<file path="config.mk">
export PLATFORM = sky130hd
export DESIGN_NAME = serial_sub
export DESIGN_NICKNAME = d
export VERILOG_FILES = /design/src/rtl/serial_sub.sv
export SDC_FILE = /design/constraint.sdc
export NUM_CORES = 1
export LEC_CHECK = 0
export CAP_MARGIN = 5
export CORE_ASPECT_RATIO = 0.5
export CORE_MARGIN = 2
export CORE_UTILIZATION = 35
export CTS_BUF_LIST = sky130_fd_sc_hd__clkbuf_8
export CTS_CLUSTER_SIZE = 16
export DETAILED_ROUTE_END_ITERATION = 8
export PLACE_DENSITY = 0.65
export SKIP_LAST_GASP = 1
export SLEW_MARGIN = 0
export SYNTH_ARGS = -nofsm -noshare
export SYNTH_HDL_FRONTEND = slang
export SYNTH_SLANG_ARGS = --single-unit
</file>
<file path="constraint.sdc">
create_clock -name clk -period 3.1 [get_ports clk]
set_clock_uncertainty 0.1 [all_clocks]
set_input_delay 0.62 -clock clk [delete_from_list [all_inputs] [get_ports clk]]
set_output_delay 0.62 -clock clk [all_outputs]
set_load 0.03 [all_outputs]
</file>
<file path="src/rtl/serial_sub.sv">
// Bit-serial unsigned subtractor: one subtractor bit-cell plus a borrow flop,
// operands consumed LSB-first, one bit per clock, bracketed by start/busy/done.
module serial_sub #(
  parameter int WIDTH = 8
) (
  input  logic             clk,
  input  logic             rst,
  input  logic             start,
  input  logic [WIDTH-1:0] a,
  input  logic [WIDTH-1:0] b,
  output logic             busy,
  output logic             done,
  output logic [WIDTH-1:0] diff,
  output logic             borrow
);

  localparam int            CW   = $clog2(WIDTH) + 1;
  localparam logic [CW-1:0] LAST = CW'(WIDTH - 1);
  localparam logic [CW-1:0] ONE  = CW'(1);

  typedef enum logic [1:0] {
    IDLE  = 2'd0,
    SHIFT = 2'd1,
    DONE  = 2'd2
  } state_t;

  state_t           state_q;
  logic [WIDTH-1:0] ra_q;
  logic [WIDTH-1:0] rb_q;
  logic [WIDTH-1:0] res_q;
  logic [WIDTH-1:0] res_d;
  logic [WIDTH-1:0] diff_q;
  logic [CW-1:0]    cnt_q;
  logic             bff_q;
  logic             borrow_q;
  logic             busy_q;
  logic             done_q;
  logic [1:0]       cell_s;

  // Full-subtractor bit-cell: returns {borrow_out, difference}.
  function automatic logic [1:0] sub_cell(input logic x, input logic y, input logic bin);
    sub_cell = {(~x & y) | (~(x ^ y) & bin), x ^ y ^ bin};
  endfunction

  // Current bit through the cell; difference bit enters the partial result at the MSB.
  always_comb begin
    cell_s = sub_cell(ra_q[0], rb_q[0], bff_q);
    res_d  = {cell_s[0], res_q[WIDTH-1:1]};
  end

  // Control FSM, operand shifters and the separately held result registers.
  always_ff @(posedge clk or posedge rst) begin
    if (rst) begin
      state_q  <= IDLE;
      ra_q     <= '0;
      rb_q     <= '0;
      res_q    <= '0;
      diff_q   <= '0;
      cnt_q    <= '0;
      bff_q    <= 1'b0;
      borrow_q <= 1'b0;
      busy_q   <= 1'b0;
      done_q   <= 1'b0;
    end else begin
      case (state_q)
        IDLE: begin
          done_q <= 1'b0;
          if (start) begin
            ra_q    <= a;
            rb_q    <= b;
            res_q   <= '0;
            bff_q   <= 1'b0;
            cnt_q   <= '0;
            busy_q  <= 1'b1;
            state_q <= SHIFT;
          end else begin
            busy_q  <= 1'b0;
            state_q <= IDLE;
          end
        end
        SHIFT: begin
          ra_q  <= {1'b0, ra_q[WIDTH-1:1]};
          rb_q  <= {1'b0, rb_q[WIDTH-1:1]};
          res_q <= res_d;
          bff_q <= cell_s[1];
          cnt_q <= cnt_q + ONE;
          // The borrow out of the last bit is the unsigned a<b flag.
          if (cnt_q == LAST) begin
            diff_q   <= res_d;
            borrow_q <= cell_s[1];
            busy_q   <= 1'b0;
            done_q   <= 1'b1;
            state_q  <= DONE;
          end else begin
            busy_q   <= 1'b1;
            state_q  <= SHIFT;
          end
        end
        DONE: begin
          busy_q  <= 1'b0;
          done_q  <= 1'b0;
          state_q <= IDLE;
        end
        default: begin
          busy_q  <= 1'b0;
          done_q  <= 1'b0;
          state_q <= IDLE;
        end
      endcase
    end
  end

  assign busy   = busy_q;
  assign done   = done_q;
  assign diff   = diff_q;
  assign borrow = borrow_q;

endmodule

</file>
## Word-level counts from Yosys, hierarchy flattened

Index checks and enable logic that the tools add are counted.

| storage, ports and cells | value |
|---|---|
| register bits | 42 |
| output and inout bits | 11 |
| word-level logic and storage cells | 44 |

| cells by class | value |
|---|---|
| $add $sub $neg | 1 |
| eq/ne operators | 4 |
| mux-type cells | 18 |
| bitwise operators | 7 |
| reductions and logical operators | 4 |

Operators by type and width:

| kind | number |
|---|---|
| $pmux W8 S2 | 3 |
| $mux W8 | 3 |
| $pmux W4 S2 | 1 |
| $mux W1 | 6 |
| $add A4 B1 Y4 const B | 1 |
| $eq A4 B3 Y1 const B | 1 |
| $mux W4 | 1 |
| $ne A2 B2 Y1 const B | 2 |
| $pmux W1 S2 | 2 |
| $pmux W2 S2 | 1 |
| $reduce_and A2 Y1 | 2 |
| $and A1 B1 Y1 | 2 |
| $eq A2 B1 Y1 const B | 1 |
| $logic_not A2 Y1 | 1 |
| $mux W2 | 1 |
| $not A1 Y1 | 2 |
| $reduce_bool A2 Y1 | 1 |
| $xor A1 B1 Y1 | 2 |
| $or A1 B1 Y1 | 1 |

## Longest topological paths before layout

Gate-level depths: netlist of run 1.

| depth | value |
|---|---|
| word-level depth | 5 |
| depth in mapped cells | 5 |

## Least setup slack after synthesis of run 1

Ideal clock, no wire load.

| path | value |
|---|---|
| path kind | reg2reg |
| start point | register cnt_q[0] |
| end point | register diff_q[0], in the netlist diff[0] |
| arrival time | 1.364 ns |
| required time | 2.875 ns |
| slack | 1.511 ns |
| cell stages (with the launch flop) | 6 |
| buffers on the path | 1 |
| period minus slack after synthesis | 1.589 ns |
| cells stage by stage | dfrtp_1 ha_1 and3b_1 and2_1 buf_6 mux2_4 |

| on the way | value |
|---|---|
| word-level cells in the longest chain between the ends | 2 |

RTL lines:

| what | line | text |
|---|---|---|
| start: declaration | 33 | `logic [CW-1:0] cnt_q;` |
| start signal: assignment | 86 | `cnt_q <= cnt_q + ONE;` |
| $eq A4 B3 Y1 | 88 | `if (cnt_q == LAST) begin` |
| $reduce_and A2 Y1 (no source line) | -- |  |
| end signal: assignment | 89 | `diff_q <= res_d;` |
| end: declaration | 32 | `logic [WIDTH-1:0] diff_q;` |

No other way between the ends.
A chain may end at the register's enable or synchronous reset.

==> key figures, run 1 <==
Status
  • Run status: completed

Timing
  • Max Fclk: 472 MHz
  • Slew HR: 22.3%
  • Tcrit/Tclk final: 68.3%
  • Crit path time final: 2.12 ns
  • Final setup fails: 0
  • Setup TNS: 0 ns
  • Hold Fails Final Rpt: 0
  • RSZ-0062 raised after global routing: false
  • Worst-Margin Slew: 1.17 ns
  • Final Slew Violations: 0
  • Final hold slack: 0.386 ns

Yosys
  • Seq cells post-synth: 40
  • Post-synth top cells: 40 x dfrtp_1, 28 x nor2_1, 21 x nand2_1, 14 x o22ai_1, 12 x nand3_1
  • Syn_area_per_cell: 10.8 sq um
  • Number of synthesized flops with an enable pin: 0
  • Yosys top cell area share: 59.3%
  • Register area share after synthesis: 59.3%
  • Syn. warnings: 0
  • Distinct cell type count after synthesis: 26
  • Largest cells by area after synthesis: dfrtp_1 59%, mux2_4 7.1%, nor2_1 6.2%, o22ai_1 5.2%, nand2_1 4.7%
  • Syn Nets: 177
  • Post-Syn Area: 1690 sq um
  • Synth async-reset ratio: 100%
  • Post-Synthesis Cells: 156
  • Count leader, synth: dfrtp_1
  • Post-synth top flop: dfrtp_1
  • Largest area contributor in the netlist: dfrtp_1

Floorplanning
  • Die W: 102 um
  • Row Count: 17
  • Num ports: 30
  • Core footprint: 4510 sq um
  • Die height: 53.1 um
  • DIE AREA: 5420 sq um
  • Initial Util: 37.4%

GRT
  • Largest net degree at the start of global routing: 41
  • Initial antenna violation count: 0
  • First-pass GRT wire length: 5.43 mm
  • Gr usage total: 13.3%
  • Vias in the first global route: 1180
  • GRT Residual Overflow: 0

Detailed routing
  • WL final: 3.09 mm
  • Routed Antenna Nets: 0
  • WL/cell: 12.3 um
  • Initial DRC count: 44
  • Routed vias: 1177
  • Via density: 4.69
  • Drt pass-1 iters: 4
  • DRC viols: 0

Worst setup path
  • Critical Path RT: 2.38 ns
  • Critical path class: reg2out
  • CP Buf/Inv Count: 1
  • WP data arrival: 1.40 ns
  • Top cell family by delay on the critical path: buffers and inverters
  • Worst setup SP type: flop
  • Critical path's largest stage delay: 0.69 ns
  • Kind of end point of the critical path: output port
  • Worst-path maximum fanout: 6
  • Critical path, cell by cell: clkdlybuf4s50_1
  • Worst-path cell with the longest stage delay: clkdlybuf4s50_1

Clock tree
  • Setup bufs post-CTS: 0
  • Cts hold-fix bufs: 0
  • Clock latency on the worst-skew pair: 0.29 ns
  • CTS buffer count: 5
  • Root Driver: clkbuf_8
  • Clk buf depth: 2
  • CTS H-tree depth: 2
  • Clock sinks: 40
  • Post-CTS sizing: 0
  • Reg clk slew, reported paths: 0.07 ns
  • CTS tree: yes

Place
  • Inst Count DP: 243
  • Port bufs: 29
  • Final RePlAce weighted congestion: 0.756
  • Post-DP HPWL: 2.02 mm

Power
  • Cell Pwr Density: 1030 nW/um^2
  • VDD IR max: 254 uV
  • Leak: 0.957 nW

Finish
  • Number of diodes: 0
  • Final nets: 205
  • Area occupied by multi-input gates: 608 sq um
  • Layout cell share with drive strength beyond 1: 9.73%
  • Sequential cell area: 1000 sq um
  • Area Growth Syn to Fin: 24.4%
  • Fill cells: 431
  • Non-filler cells, final: 251

Min path
  • Hold Path Class: reg2reg

Job
  • Maxcap violations: 0
path summary, 6_finish.rpt:
kind                       startpoint  endpoint  slack [ns]  depth (start not counted)
setup / recovery           state_q[0]      busy        0.98                          1
hold / removal               cnt_q[3]  cnt_q[3]        0.39                          1
setup reg to reg             cnt_q[0]   diff[7]        1.15                          4
hold reg to reg              cnt_q[3]  cnt_q[3]        0.39                          1
max in group asynchronous         rst      done        1.90                          3
min in group asynchronous         rst   rb_q[1]        0.65                          3
power by group:
group | internal, mW | switching (mW)
combinational | 0.423 | 0.490
clock | 0.175 | 0.167
sequential | 0.767 | 0.151
total | 1.36 | 0.808
stage by stage:
step	utilization [%]	power, mW	cell area (sq um)	setup WS, ns
CTS	46.5	2.20	2100	0.963
finish	46.5	2.17	2100	0.983
global route	46.5	2.34	2100	0.915
global placement	44.5	1.82	2010	0.957
detailed placement	44.5	1.85	2010	0.914
floorplan	-	1.58	1690	1.46
layer usage:
metal / global-route usage, % / wire length [um] / up-vias
met5: 0 / 0 / -
met3: 3.17 / 109 / 5
met1: 16.8 / 1560 / 567
met2: 21.6 / 1380 / 18
met4: 6.67 / 39 / 0
li1: - / - / 587
flip-flops by register name (all words and copies together), names as in the netlist:
signal   flops
state_q      2
borrow       1
diff         8
bff_q        1
ra_q         8
done         1
res_q        7
cnt_q        4
rb_q         8
layout make-up:
type	instances	share of cell area, %
sequential	40	47.7
inverter	3	0.537
clock inverter	2	0.358
multi-input combinational	103	29.0
tap	66	3.94
timing repair buffer	31	14.5
clock buffer	6	3.94
logic make-up (layout without fill, tap and decap cells):
group                    count (synthesis)  after routing  synth area share, %
flip-flops                              40             40                 59.3
multiplexers                             9              9                 7.72
adder cells (fa/ha/maj)                  2              2                 1.93
AND/OR/NAND/NOR                         69             69                 18.0
buffers and inverters                   13             42                 4.60
AO/OA/AOI/OAI                           23             23                 8.38
placed cells by master (no fill, tap or decap):
cell type         n
buf_4             2
nand3_1          12
and2_1            1
a21oi_1           2
nor3b_1           2
nand2_1          21
or3b_4            1
a21o_1            1
dfrtp_1          40
a31oi_1           1
clkbuf_8          6
nor2_1           28
o21ai_0           3
o22ai_1          14
inv_1             5
mux2i_1           1
clkdlybuf4s50_1  29
ha_1              1
and3b_1           1
nand4_1           1
nand2b_1          1
fa_1              1
nor2b_1           1
o21ai_1           1
o21ba_2           1
mux2_4            8
No activity file was read; power rests on OpenSTA's default activity.
==> run 2: changes to the inputs <==
clock period = 2.05 ns   (was 3.1 ns; I/O delays follow)
==> run 2 against run 1 <==
Against the previous run:
- sequential share of layout area down 0.53 points
- via count about the same
- non-clock buffer count up 3
- routed wire length up 1.4%
- critical path depth unchanged
- register-to-register slack worse by 0.84 ns
==> key figures, run 2 (synthesis results as in run 1) <==
Clock tree
  • CTS buffer count: 5
  • CTS tree: yes
  • Cts hold-fix bufs: 0
  • Root Driver: clkbuf_8
  • CTS H-tree depth: 2
  • Clock sinks: 40
  • Reg clk slew, reported paths: 0.08 ns
  • Clk buf depth: 2
  • Clock latency on the worst-skew pair: 0.29 ns

Power
  • Cell Pwr Density: 1570 nW/um^2
  • Total power: 3.33 mW
  • Leak: 0.973 nW
  • VDD IR max: 429 uV

Place
  • Final RePlAce weighted congestion: 0.736
  • Pre-CTS setup slack: 0.121 ns
  • Post-DP HPWL: 2.08 mm
  • Port bufs: 29
  • Placed inst area: 2030 sq um

Worst setup path
  • R2R Path Start: cnt_q[0]
  • Worst R2R Setup Slack: 0.31 ns
  • Critical path's largest stage delay: 0.70 ns
  • Critical path class: reg2out
  • Worst setup SP type: flop
  • Critical Path RT: 1.54 ns
  • Worst-path cell with the longest stage delay: clkdlybuf4s50_1
  • CP Buf/Inv Count: 1
  • Worst-path maximum fanout: 6
  • WP data arrival: 1.41 ns
  • Worst r2r path cells: 4
  • Reg-to-Reg End: diff[0]
  • Kind of end point of the critical path: output port
  • Critical path, cell by cell: clkdlybuf4s50_1
  • Top cell family by delay on the critical path: buffers and inverters

Floorplanning
  • Die W: 102 um
  • Die height: 53.1 um
  • Core footprint: 4510 sq um
  • Initial Util: 37.4%
  • Num ports: 30
  • Row Count: 17
  • DIE AREA: 5420 sq um

Finish
  • Layout cell share with drive strength beyond 1: 11.7%
  • Fill cells: 442
  • Post-route cell area: 2120 sq um
  • Commonest non-fill, non-tap cell in the layout: dfrtp_1
  • Number of diodes: 0
  • Commonest cells after routing, fill and taps aside: 40 x dfrtp_1, 29 x clkdlybuf4s50_1, 28 x nor2_1
  • Area Growth Syn to Fin: 25.8%
  • Final nets: 208

Detailed routing
  • Routed vias: 1176
  • Via density: 4.63
  • WL final: 3.13 mm
  • Routed Antenna Nets: 0
  • Initial DRC count: 48
  • DRC viols: 0
  • Drt pass-1 iters: 4
  • WL/cell: 12.3 um

Min path
  • WHS Endpoint: cnt_q[3]
  • Hold Crit Depth: 1
  • Hold Path Class: reg2reg
  • Min-delay src: cnt_q[3]

Timing
  • RSZ-0062 raised after global routing: false
  • Setup ws final: 0.128 ns
  • Hold Fails Final Rpt: 0
  • Final setup fails: 0
  • Final Slew Violations: 0
  • Crit path time final: 1.92 ns
  • Final hold slack: 0.379 ns
  • Max Fclk: 520 MHz
  • Worst-Margin Slew: 0.518 ns
  • Setup TNS: 0 ns
  • Tcrit/Tclk final: 93.7%
  • Slew HR: 65.5%

GRT
  • Initial antenna violation count: 0
  • Largest net degree at the start of global routing: 41
  • First-pass GRT wire length: 5.48 mm
  • Vias in the first global route: 1189
  • Gr usage total: 13.5%
  • GRT Residual Overflow: 0

Job
  • Maxcap violations: 0

Status
  • Run status: completed
==> run 2: per-stage QoR <==
step                      utilization [%]  cells
final                                47.1    254
after global routing                 47.1    254
after CTS                            47.0    254
after detailed placement             45.0    246
after global placement               45.0    246
after floorplan                         -    156
==> run 2: worst max-delay path by stage <==
stage          depth (start not counted)        from       to
6_report                               1  state_q[0]     busy
5_1_grt                                1  state_q[0]     busy
4_1_cts                                1  state_q[0]     busy
3_5_place_dp                           4       start  rb_q[0]
3_3_place_gp                           4       start  ra_q[5]
2_1_floorplan                          5    cnt_q[0]  diff[0]
==> run 2: area by class of cell <==
| type | instances | area (sq um) | share of cell area (%) |
|---|---|---|---|
| inverters | 3 | 11.3 | 0.531 |
| multi-input cells | 103 | 609 | 28.7 |
| repair buffers | 34 | 328 | 15.4 |
| clock buffers | 6 | 82.6 | 3.89 |
| well taps | 66 | 82.6 | 3.89 |
| clock inverters | 2 | 7.51 | 0.354 |
| flip-flops and latches | 40 | 1000 | 47.2 |
==> run 2: what timing repair did <==
action                     CTS  global route
buffers inserted             0             0
resized for setup            0             1
setup endpoints to repair    0             8
==> run 2: where the power goes <==
part / total (mW) / leakage (nW) / switching [mW] / internal [mW]
logic: 1.42 / 0.440 / 0.747 / 0.671
clock network: 0.527 / 0.0538 / 0.263 / 0.265
registers: 1.39 / 0.479 / 0.229 / 1.16
==> run 2: metal layers <==
layer	up-vias	global-route usage, %	share of wire, %
met5	-	0	0
met4	0	4.67	0.96
met3	4	3.96	3.8
met2	15	20.3	43
met1	572	18.8	52
li1	585	-	-
